File: src/rtl/coolgirl_pkg.sv
// Shared definitions for the CoolGirl mapper: register-select encodings used by
// the register decoder and by the MMC3-style scanline IRQ block.
package coolgirl_pkg;

  typedef enum logic [1:0] {
    REG_LATCH   = 2'd0,
    REG_RELOAD  = 2'd1,
    REG_DISABLE = 2'd2,
    REG_ENABLE  = 2'd3
  } reg_sel_e;

  localparam int A12_LOWCNT_W = 4;

endpackage

File: src/rtl/mmc3_scanline_irq_a12_edge_filter.sv
// Synchronizes raw PPU A12 into the M2 domain and emits a one-cycle scanline
// pulse on a rising edge that follows at least A12_FILTER low cycles.
module a12_edge_filter
  import coolgirl_pkg::*;
#(
  parameter int A12_FILTER = 3
) (
  input  logic m2_i,
  input  logic reset_i,
  input  logic ppu_a12_i,
  output logic scanline_o
);

  logic                    a12Meta_q, a12Sync_q;
  logic [A12_LOWCNT_W-1:0] lowCnt_q, lowCnt_d;

  always_comb begin
    lowCnt_d = lowCnt_q;
    if (a12Sync_q) begin
      lowCnt_d = '0;
    end else if (lowCnt_q != A12_LOWCNT_W'(A12_FILTER)) begin
      lowCnt_d = lowCnt_q + 1'b1;
    end
  end

  always_ff @(posedge m2_i) begin
    if (reset_i) begin
      a12Meta_q <= 1'b0;
      a12Sync_q <= 1'b0;
      lowCnt_q  <= '0;
    end else begin
      a12Meta_q <= ppu_a12_i;
      a12Sync_q <= a12Meta_q;
      lowCnt_q  <= lowCnt_d;
    end
  end

  // A saturated low count implies the previous synchronized sample was 0, so
  // a high sample here is exactly a qualified 0->1 edge; it lasts one cycle
  // because the count clears on the next edge.
  assign scanline_o = a12Sync_q && (lowCnt_q == A12_LOWCNT_W'(A12_FILTER));

endmodule

File: src/rtl/mmc3_scanline_irq.sv
// MMC3-compatible scanline counter and IRQ generator clocked by CPU M2,
// counting filtered PPU A12 rising edges.
module mmc3_scanline_irq
  import coolgirl_pkg::*;
#(
  parameter int A12_FILTER   = 3,
  parameter int NEW_IRQ_MODE = 1
) (
  input  logic       m2,
  input  logic       reset,
  input  logic       reg_we,
  input  logic [1:0] reg_sel,
  input  logic [7:0] reg_data,
  input  logic       ppu_a12,
  output logic       irq_n,
  output logic [7:0] counter
);

  logic       scanline;
  logic [7:0] latch_q, latch_d;
  logic [7:0] counter_q, counter_d;
  logic       reload_q, reload_d;
  logic       enabled_q, enabled_d;
  logic       pending_q, pending_d;
  logic       zeroHit;

  a12_edge_filter #(.A12_FILTER(A12_FILTER)) u_filter (
    .m2_i       (m2),
    .reset_i    (reset),
    .ppu_a12_i  (ppu_a12),
    .scanline_o (scanline)
  );

  // Clock step first (with pre-write latch/enabled), then register writes
  // override it, so a same-cycle reload or disable wins.
  always_comb begin
    latch_d   = latch_q;
    counter_d = counter_q;
    reload_d  = reload_q;
    enabled_d = enabled_q;
    pending_d = pending_q;
    zeroHit   = 1'b0;

    if (scanline) begin
      if (counter_q == 8'd0 || reload_q) begin
        counter_d = latch_q;
        reload_d  = 1'b0;
      end else begin
        counter_d = counter_q - 8'd1;
      end
      if (NEW_IRQ_MODE != 0) begin
        zeroHit = (counter_d == 8'd0);
      end else begin
        zeroHit = (counter_d == 8'd0) && (counter_q != 8'd0 || reload_q);
      end
      if (zeroHit && enabled_q) begin
        pending_d = 1'b1;
      end
    end

    if (reg_we) begin
      case (reg_sel_e'(reg_sel))
        REG_LATCH:   latch_d = reg_data;
        REG_RELOAD: begin
          reload_d  = 1'b1;
          counter_d = 8'd0;
        end
        REG_DISABLE: begin
          enabled_d = 1'b0;
          pending_d = 1'b0;
        end
        REG_ENABLE:  enabled_d = 1'b1;
        default:     ;
      endcase
    end
  end

  always_ff @(posedge m2) begin
    if (reset) begin
      latch_q   <= 8'd0;
      counter_q <= 8'd0;
      reload_q  <= 1'b0;
      enabled_q <= 1'b0;
      pending_q <= 1'b0;
    end else begin
      latch_q   <= latch_d;
      counter_q <= counter_d;
      reload_q  <= reload_d;
      enabled_q <= enabled_d;
      pending_q <= pending_d;
    end
  end

  assign irq_n   = ~pending_q;
  assign counter = counter_q;

endmodule

File: config.mk
export PLATFORM = sky130hd
export DESIGN_NAME = mmc3_scanline_irq
export DESIGN_NICKNAME = d
export VERILOG_FILES = /design/src/rtl/coolgirl_pkg.sv /design/src/rtl/mmc3_scanline_irq_a12_edge_filter.sv /design/src/rtl/mmc3_scanline_irq.sv
export SDC_FILE = /design/constraint.sdc
export NUM_CORES = 1
export LEC_CHECK = 0
export ABC_AREA = 1
export CORE_UTILIZATION = 30
export DETAILED_ROUTE_END_ITERATION = 12
export MAX_ROUTING_LAYER = met4
export SLEW_MARGIN = 20
export SYNTH_ARGS = -nofsm -noshare
export SYNTH_HDL_FRONTEND = slang
export SYNTH_SLANG_ARGS = --single-unit
File: constraint.sdc
create_clock -name m2 -period 1.95 [get_ports m2]
set_input_delay 0.4875 -clock m2 [delete_from_list [all_inputs] [get_ports m2]]
set_output_delay 0.4875 -clock m2 [all_outputs]
set_load 0.02 [all_outputs]
Yosys cells after proc, flatten, opt, wreduce, memory -nomap -nowiden:

Cells that the tools add are included.

* register bits after elaboration: 25
* word-level logic and storage cells: 41

* add/subtract/negate cells: 2
* eq/ne operators: 5
* muxes and demuxes: 15
* bitwise gates (word level): 1
* reductions and logical operators: 10

Operators by type and width (number)
* $mux 8: 5
* $logic_not 8->1: 2
* $mux 1: 9
* $sub 8x1->8 const B: 1
* $add 4x1->4 const B: 1
* $eq 2x2->1 const B: 2
* $eq 4x2->1 const B: 1
* $ne 4x2->1 const B: 1
* $reduce_and 2->1: 2
* $eq 2x1->1 const B: 1
* $logic_and 1x1->1: 2
* $logic_not 2->1: 1
* $pmux 1 s2: 1
* $reduce_bool 2->1: 1
* $reduce_or 2->1: 1
* $logic_or 1x1->1: 1
* $not 1->1: 1

Logic depth before layout (Yosys ltp):

* word-level depth: 11
* depth in mapped cells: 11
* mapped depth without buffers: 11

Cells and area by module:

Synthesis repeated with hierarchy kept, for this count alone.

* cell total of the unflattened synthesis: 199
* area, all modules: 1293.7 um^2

Modules (own cells, without submodules)
* mmc3_scanline_irq: instances 1, cells each 164, area an instance 1038.5 um^2
* a12_edge_filter: instances 1, cells each 35, area an instance 255.2 um^2

Worst setup path after synthesis:

OpenSTA, ideal clock, no wires.

* path kind: flip-flop to flip-flop
* start point: reg counter_q[0], in the netlist counter[0]
* end point: reg pending_q
* arrival time: 1480 ps
* data required time: 1883 ps
* slack: 403 ps
* stages on the path, launching flop included: 12
* buffers on the path: 0
* cell sequence: dfxtp_1 inv_1 ha_1 nand2_1 inv_1 nand2_1 nand3_1 nand2_1 nand3_1 nor2_1 nand3_1 a21oi_2

* cells in the longest elaborated chain, start to end: 11
* elaborated cells between the ends (all ways): 12
* classes of those cells: add/sub (1); mux (7); reduce/logical (4)

Ends and longest elaborated chain
* start: declaration: RTL line mmc3_scanline_irq.sv:21 `logic [7:0] counter_q, counter_d;`
* start signal: assignment: RTL line mmc3_scanline_irq.sv:87 `counter_q <= counter_d;`
* branches (longest 2 deep; another with $sub 8x1->8)
* $mux 8 (*): RTL line mmc3_scanline_irq.sv:45 `if (counter_q == 8'd0 || reload_q) begin`
* $mux 8 (*): RTL line mmc3_scanline_irq.sv:44 `if (scanline) begin`
* $logic_not 8->1 (*)
* $mux 1 (*): RTL line mmc3_scanline_irq.sv:44
* $logic_and 1x1->1 (*): RTL line mmc3_scanline_irq.sv:56 `if (zeroHit && enabled_q) begin`
* $mux 1 (*): RTL line mmc3_scanline_irq.sv:56
* $mux 1 (*): RTL line mmc3_scanline_irq.sv:44
* $mux 1: RTL line mmc3_scanline_irq.sv:62 `case (reg_sel_e'(reg_sel))`
* $mux 1 (*): RTL line mmc3_scanline_irq.sv:61 `if (reg_we) begin`
* end signal: assignment: RTL line mmc3_scanline_irq.sv:90 `pending_q <= pending_d;`
* end: declaration: RTL line mmc3_scanline_irq.sv:24 `logic pending_q, pending_d;`

Mark *: on every way between the ends. The select of a mux whose other input is x is not followed.
A chain may end at the register's enable or synchronous reset.

Worst setup path after layout:

* start point: reg counter_q[2], in the netlist counter[2]
* end point: out counter[2]

RTL lines
* end: declaration: RTL line mmc3_scanline_irq.sv:16 `output logic [7:0] counter`

No word-level cell between the ends.

==> summary.txt <==
Status -> finished clean
Htree depth -> 1
Share of layout cells above drive strength 1 -> 0.0694
Clock latency on the worst-skew pair -> 0.27 ns
PD cells -> 612 nW/um2
Crit path max-delay family -> buffers and inverters
Worst Clk Skew -> 0.00356 ns
Pin count of the biggest net entering global routing -> 15
Avg Inst Size Synth -> 6.72 um2
Die H -> 66.9 um
Port buffer count -> 22
Reg clk slew, reported paths -> 0.08 ns
Pre-CTS setup slack -> 0.239 ns
Number of global-route vias before repair -> 1,042
Crit-path max FO -> 4
Post-cts sizing count -> 0
RSZ-0062 raised after global routing -> no
Combinational share of power -> 0.141
CTS max path bufs -> 2
Slew @ Worst Pin -> 0.308 ns
CP Capture Type -> primary output
Root Buffer -> clkbuf_8
Fmax -> 558 MHz
Max_cap viols -> 0
Total internal power -> 0.742 mW
Final #Nets -> 234
Multi-input logic area -> 626 um2
Antenna-violating nets left -> 0
CP cell instances -> clkdlybuf4s50_1
DRC viols -> 0
Min-delay worst type -> reg2reg
WL final -> 2.50 mm
Setup TNS -> 0 ns
Fillers -> 448
Slew headroom -> 0.794
Final Hold Fails -> 0
Final setup viols -> 0
Unique cell type count in the Yosys netlist -> 21
Buf+Inv Stages, Crit Path -> 1
Syn_nets -> 205
Initial antenna violation count -> 0
Via count -> 1,144
GP Congestion -> 0.815
Crit path largest cell delay -> 0.63 ns
Total CTS buffers -> 3
Synthesized instance count -> 188
ANT cells -> 0
Clock share of power -> 0.308
# rows -> 23
Worst path slowest cell -> clkdlybuf4s50_1
Worst setup SP type -> flip-flop
Global-route usage over all layers -> 0.131
P&R area growth vs syn -> 27.7%
Max rail drop VDD -> 311 uV
DR WL/cell -> 9.39 um
# IOs -> 23
DRT Pass-1 Iters -> 4
Initial drt markers -> 42
Starting Density -> 0.313
Die area -> 4470 um2
Routed vias/inst -> 4.30
Switch Pwr -> 0.245 mW
P_leak -> 0.755 nW
CTS Sinks -> 25
Final period util -> 0.919
#FFs+latches synth -> 25
Sequential Power Share -> 0.551
Crit path DAT -> 1.30 ns
Detailed placer's ending HPWL -> 1.99 mm
Min Tclk post-route -> 1.79 ns
Netlist Area Pre-Place -> 1260 um2
Synth warn -> 0
WP data required -> 1.46 ns
First-pass GRT wire length -> 4.35 mm
Post-route setup slack -> 0.158 ns
# hold bufs at CTS -> 0
CTS tree -> yes
Max-slew violation count -> 0
Die width -> 66.9 um
Sw Share -> 0.248
Post-synthesis sequential area ratio -> 0.396
Core ar. -> 4030 um2
Critical path class -> reg2out
Grt total ovfl -> 0
Register area -> 500 um2
# Post-CTS Setup Buffers -> 0
==> layer usage <==
layer / share of wire / track usage
met5: 0 / -
met3: 0.036 / 0.0154
met4: 0.014 / 0.0559
met1: 0.55 / 0.181
met2: 0.40 / 0.191
==> cell type report <==
cell class	count	share of cell area
Tap cell	50	0.0388
Multi-Input combinational cell	127	0.388
Clock buffer	4	0.0280
Inverter	34	0.0792
Sequential cell	25	0.311
Timing Repair Buffer	26	0.155
==> cell usage after synthesis <==
master | number | area [um2]
a21oi_1 | 17 | 85.1
a21oi_2 | 1 | 8.76
buf_2 | 1 | 5.00
clkbuf_1 | 1 | 3.75
dfxtp_1 | 25 | 500
ha_1 | 3 | 37.5
inv_1 | 33 | 124
inv_2 | 1 | 3.75
nand2_1 | 42 | 158
nand2_2 | 2 | 12.5
nand3_1 | 17 | 85.1
nor2_1 | 20 | 75.1
nor2_2 | 1 | 6.26
nor3_1 | 1 | 5.00
nor3b_4 | 1 | 18.8
o21ai_0 | 16 | 80.1
o21ai_1 | 1 | 5.00
o21ai_4 | 1 | 16.3
or2_2 | 1 | 6.26
xnor2_1 | 2 | 17.5
xor2_1 | 1 | 8.76
==> worst paths after layout <==
path,slack (ns),cells past startpoint,endpoint,from
min,0.41,2,u_filter.a12Sync_q,u_filter.a12Meta_q
max,0.16,1,counter[2],counter[2]
min reg2reg,0.41,2,u_filter.a12Sync_q,u_filter.a12Meta_q
max reg2reg,0.30,10,pending_q,counter[0]
==> registers in the layout (all words and copies together), names as in the netlist <==
| register | flops |
|---|---|
| counter | 8 |
| latch_q | 8 |
| u_filter.lowCnt_q | 4 |
| reload_q | 1 |
| enabled_q | 1 |
| u_filter.a12Sync_q | 1 |
| u_filter.a12Meta_q | 1 |
| pending_q | 1 |
==> through the flow <==
step	instances	hold slack (ns)	utilization	power [mW]	instance area, um2
3_3_place_gp	262	0.412	0.389	0.694	1570
2_1_floorplan	188	0.388	-	0.639	1260
5_1_grt	266	0.439	0.400	1.05	1610
3_5_place_dp	262	0.410	0.389	0.694	1570
6_report	266	0.413	0.400	0.987	1610
4_1_cts	266	0.422	0.400	1.00	1610
==> worst reg2reg max path, cell delays in order (launching register included) <==
cell and delay, ns:
dfxtp_1 0.34, inv_1 0.12, ha_1 0.16, nand2_1 0.10, o21ai_4 0.27, inv_2 0.10
nand2_1 0.07, o21ai_1 0.08, nor2_1 0.10, nand3_1 0.12, a21oi_2 0.13
==> power groups by stage <==
stage | Combinational [mW] | Sequential, mW | Clock [mW]
after global routing | 0.163 | 0.547 | 0.335
after floorplan | 0.0849 | 0.554 | 0
after CTS | 0.140 | 0.543 | 0.319
after detailed placement | 0.139 | 0.555 | 0
final | 0.139 | 0.543 | 0.304
after global placement | 0.139 | 0.555 | 0
==> cells by family (layout without fill, tap and decap cells) <==
kind of cell,after synthesis,count (layout),synth area share
AO/OA/AOI/OAI,36,36,0.155
buffers and inverters,36,64,0.108
flip-flops,25,25,0.396
AND/OR/NAND/NOR,85,85,0.290
XOR/XNOR,3,3,0.0208
adder cells (fa/ha/maj),3,3,0.0297
==> cells in the final DEF, fill, tap and decap left out, types with 2 or more instances in the layout <==
cell              n
a21oi_1          17
nand2_2           2
clkdlybuf4s50_1  22
xnor2_1           2
nand3_1          17
buf_4             4
o21ai_0          16
ha_1              3
clkbuf_8          3
dfxtp_1          25
inv_1            33
nor2_1           20
nand2_1          42
Power figures use the tool's default switching activity.
==> patch 1 (same flow settings) <==
One comparison of `lowCnt_q` changes from == to >=.
--- a/src/rtl/mmc3_scanline_irq_a12_edge_filter.sv
+++ b/src/rtl/mmc3_scanline_irq_a12_edge_filter.sv
@@ -38,7 +38,7 @@
   // A saturated low count implies the previous synchronized sample was 0, so
   // a high sample here is exactly a qualified 0->1 edge; it lasts one cycle
   // because the count clears on the next edge.
-  assign scanline_o = a12Sync_q && (lowCnt_q == A12_LOWCNT_W'(A12_FILTER));
+  assign scanline_o = a12Sync_q && (lowCnt_q >= A12_LOWCNT_W'(A12_FILTER));
 
 endmodule
 
Check against the original RTL: same outputs for any inputs over 10 cycles, from zero or initial values and one cycle with reset high; that may be too few to reach the edited logic, so the function may still have changed.
==> patch 1 against the original RTL <==
- synthesized cell count increased by 2.1%
- first-iteration DRC count increased by 31%
- sequential power rose by 1%
- sequential share of layout area fell by 0.68 points
- largest cell class unchanged
- utilization is 0.42 points higher
- setup slack worse by 63 ps
- die area up 3.5%
- routed wire length up 3.2%
- sequential cell count unchanged
- synthesized area up 3.6%
- global-route usage is 0.39 points lower
- via count rose by 4.1%
- power increased by 5.9%
- cell area increased by 2.5%
- critical endpoint is now counter[3]
==> patch 1: results <==
[synthesis]
syn_nets = 209
ys_types = 24
synth_area_leaders = dfxtp_1 (38%), nand2_1 (12%), inv_1 (8.3%), nor2_1 (6.9%), a21oi_1 (6.5%)
synth_common_cells = nand2_1 (43), inv_1 (29), dfxtp_1 (25)
synthCells = 192

[final_layout]
nets = 237
fillers = 449
drive_above_1_share_pct = 10.5

[setup_path]
crit_end = counter[3]
r2r_cells = 11
arrival_ps = 1370
r2r-start = counter[1]
slowest_delay_ps = 650

[global_routing]
grt_max_degree = 14
grt_pass1_wl_um = 4310
grt_use_total_pct = 12.7
grt_pass1_vias = 969

[power]
leakage_uw = 0.000743
p_sw_uw = 280

[placement]
gp_congestion = 0.774
place_ws_ps = 218
placed_area_mm2 = 0.00161
dp.cells = 265

[status]
outcome = finished clean

[sta]
clock_skew_ps = 8.71

[routing]
drtIter0Drc = 55
viasPerCell = 4.43
drt-wirelength-per-cell_um = 9.58
## patch 1: cell type report
type	count	area, um^2	area share, %
well taps	50	62.6	3.79
multi-input cells	132	676	40.9
flip-flops and latches	25	502	30.4
repair buffers	25	243	14.7
inverters	33	124	7.50
clock buffers	4	45.0	2.73
## patch 1: how the worst min path moves through the flow
| stage | startpoint | to | slack, ps | cells after the start |
|---|---|---|---|---|
| after detailed placement | u_filter.a12Meta_q | u_filter.a12Sync_q | 400 | 2 |
| final | u_filter.a12Meta_q | u_filter.a12Sync_q | 410 | 2 |
| after global routing | u_filter.a12Meta_q | u_filter.a12Sync_q | 440 | 2 |
| after floorplan | u_filter.a12Meta_q | u_filter.a12Sync_q | 390 | 2 |
| after CTS | u_filter.a12Meta_q | u_filter.a12Sync_q | 410 | 2 |
| after global placement | u_filter.a12Meta_q | u_filter.a12Sync_q | 390 | 2 |
## patch 1: cell families (layout without fill, tap and decap cells)
group	after synthesis	count (layout)	share of synthesized area [%]
buffers and inverters	35	62	10.0
XOR/XNOR	3	3	2.01
AO/OA/AOI/OAI	37	37	16.7
AND/OR/NAND/NOR	89	89	30.1
adder cells (fa/ha/maj)	3	3	2.87
flip-flops	25	25	38.3
## patch 1: power by group through the flow
stage / logic, uW / clock network [uW] / registers (uW)
2_1_floorplan: 128 / 0 / 561
5_1_grt: 220 / 337 / 552
6_report: 191 / 304 / 550
3_5_place_dp: 191 / 0 / 561
3_3_place_gp: 192 / 0 / 561
4_1_cts: 192 / 316 / 549
## patch 1: per-layer routing
metal / track usage [%] / up-vias / share of wire, %
li1: - / 660 / -
met1: 18.1 / 491 / 53
met2: 17.3 / 36 / 39
met3: 2.67 / 4 / 6.0
met4: 4.69 / 0 / 1.6
met5: - / - / 0
==> patch 2 (same settings) <==
Without the edit above. `NEW_IRQ_MODE`: 1 -> 0.
--- a/src/rtl/mmc3_scanline_irq.sv
+++ b/src/rtl/mmc3_scanline_irq.sv
@@ -4,7 +4,7 @@
   import coolgirl_pkg::*;
 #(
   parameter int A12_FILTER   = 3,
-  parameter int NEW_IRQ_MODE = 1
+  parameter int NEW_IRQ_MODE = 0
 ) (
   input  logic       m2,
   input  logic       reset,
Formal check against the unedited RTL: not equivalent (Yosys sat finds a counterexample within 10 cycles, from zero or initial values and one cycle with reset high).
==> patch 2 against the original RTL <==
- sequential share of layout area is 0.73 points lower
- critical endpoint unchanged
- cell count is 1.9% higher
- cell area is 2.4% higher
- power is 3.9% higher
- setup slack worse by 98 ps
- combinational power is 13% higher
- worst hold slack better by 1.6 ps
- die area is 3.7% higher
- synthesized area is 3.8% higher
- routed wire length is 6.1% higher
- sequential cell count stayed put
==> patch 2: results <==
[status]
outcome = finished clean

[routing]
wirelength_um = 2650
wl_met1_um = 1410
routed-wl-met3_um = 95
wl_met2_um = 1120

[setup_path]
arrival_ps = 1400
r2r_cells = 12
slowest_delay_ps = 650
crit_fanout = 5
reg2reg_slack_ps = 260

[placement]
place_ws_ps = 127
place_hpwl_um = 2120
gp_congestion = 0.869
placed_area_mm2 = 0.00160

[global_routing]
grt_use_total_pct = 12.9
grt_max_degree = 17
grt_pass1_vias = 965
grt_pass1_wl_um = 4370

[synthesis]
synth_compound_area_share_pct = 15.1
syn_nets = 212
synth_common_cells = nand2_1 (46), inv_1 (30), dfxtp_1 (25)
synth_area_leaders = dfxtp_1 (38%), nand2_1 (13%), inv_1 (8.6%), nor2_1 (6.9%), a21oi_1 (6.5%)
yosys.area.top_type_share_pct = 38.2
ys_types = 23
synth_xor_area_share_pct = 1.34
syn_area_per_cell_um2 = 6.72
synth_adder_area_share_pct = 2.87

[sta]
clock_skew_ps = 6.14
period_share_pct = 96.9
max_slew_margin_pct = 80.5

[final_layout]
drive_above_1_share_pct = 9.50

[power]
irDropWorstVdd_uv = 414
leakage_uw = 0.000767
## patch 2: layer usage
layer  GRT usage [%]  up-vias
li1                -      660
met1            17.9      494
met3            3.00        2
met5               -        -
met2            18.4       21
met4            3.91        0
## patch 2: cell type report
type / instances / area, um^2
Clock buffer: 3 / 41.3
Fill cell: 443 / 2440
Clock inverter: 1 / 8.76
Tap cell: 50 / 62.6
Timing Repair Buffer: 24 / 235
Inverter: 33 / 124
Multi-Input combinational cell: 135 / 678
Sequential cell: 25 / 500
## patch 2: logic make-up (layout without fill, tap and decap cells)
logic type | Yosys count | in the layout
and+or+nand+nor | 94 | 94
AOI/OAI and AO/OA | 36 | 36
buffers and inverters | 35 | 61
DFF | 25 | 25
adders and majority gates | 3 | 3
xor gates and xnor gates | 2 | 2
## patch 2: where the power goes
part / internal, uW / total [uW] / switching [uW] / leakage [uW]
sequential: 532 / 547 / 14.5 / 0.000204
combinational: 70.6 / 157 / 86.5 / 0.000537
clock: 150 / 321 / 172 / 0.0000261
total: 752 / 1030 / 273 / 0.000767
## patch 2: worst min-delay path by stage
stage                  startpoint            endpoint  cells after the start  slack (ps)
2_1_floorplan  u_filter.a12Meta_q  u_filter.a12Sync_q                      2         390
3_3_place_gp   u_filter.a12Meta_q  u_filter.a12Sync_q                      2         400
3_5_place_dp   u_filter.a12Meta_q  u_filter.a12Sync_q                      2         400
4_1_cts        u_filter.a12Meta_q  u_filter.a12Sync_q                      2         410
5_1_grt        u_filter.a12Meta_q  u_filter.a12Sync_q                      2         440
6_report       u_filter.a12Meta_q  u_filter.a12Sync_q                      2         410
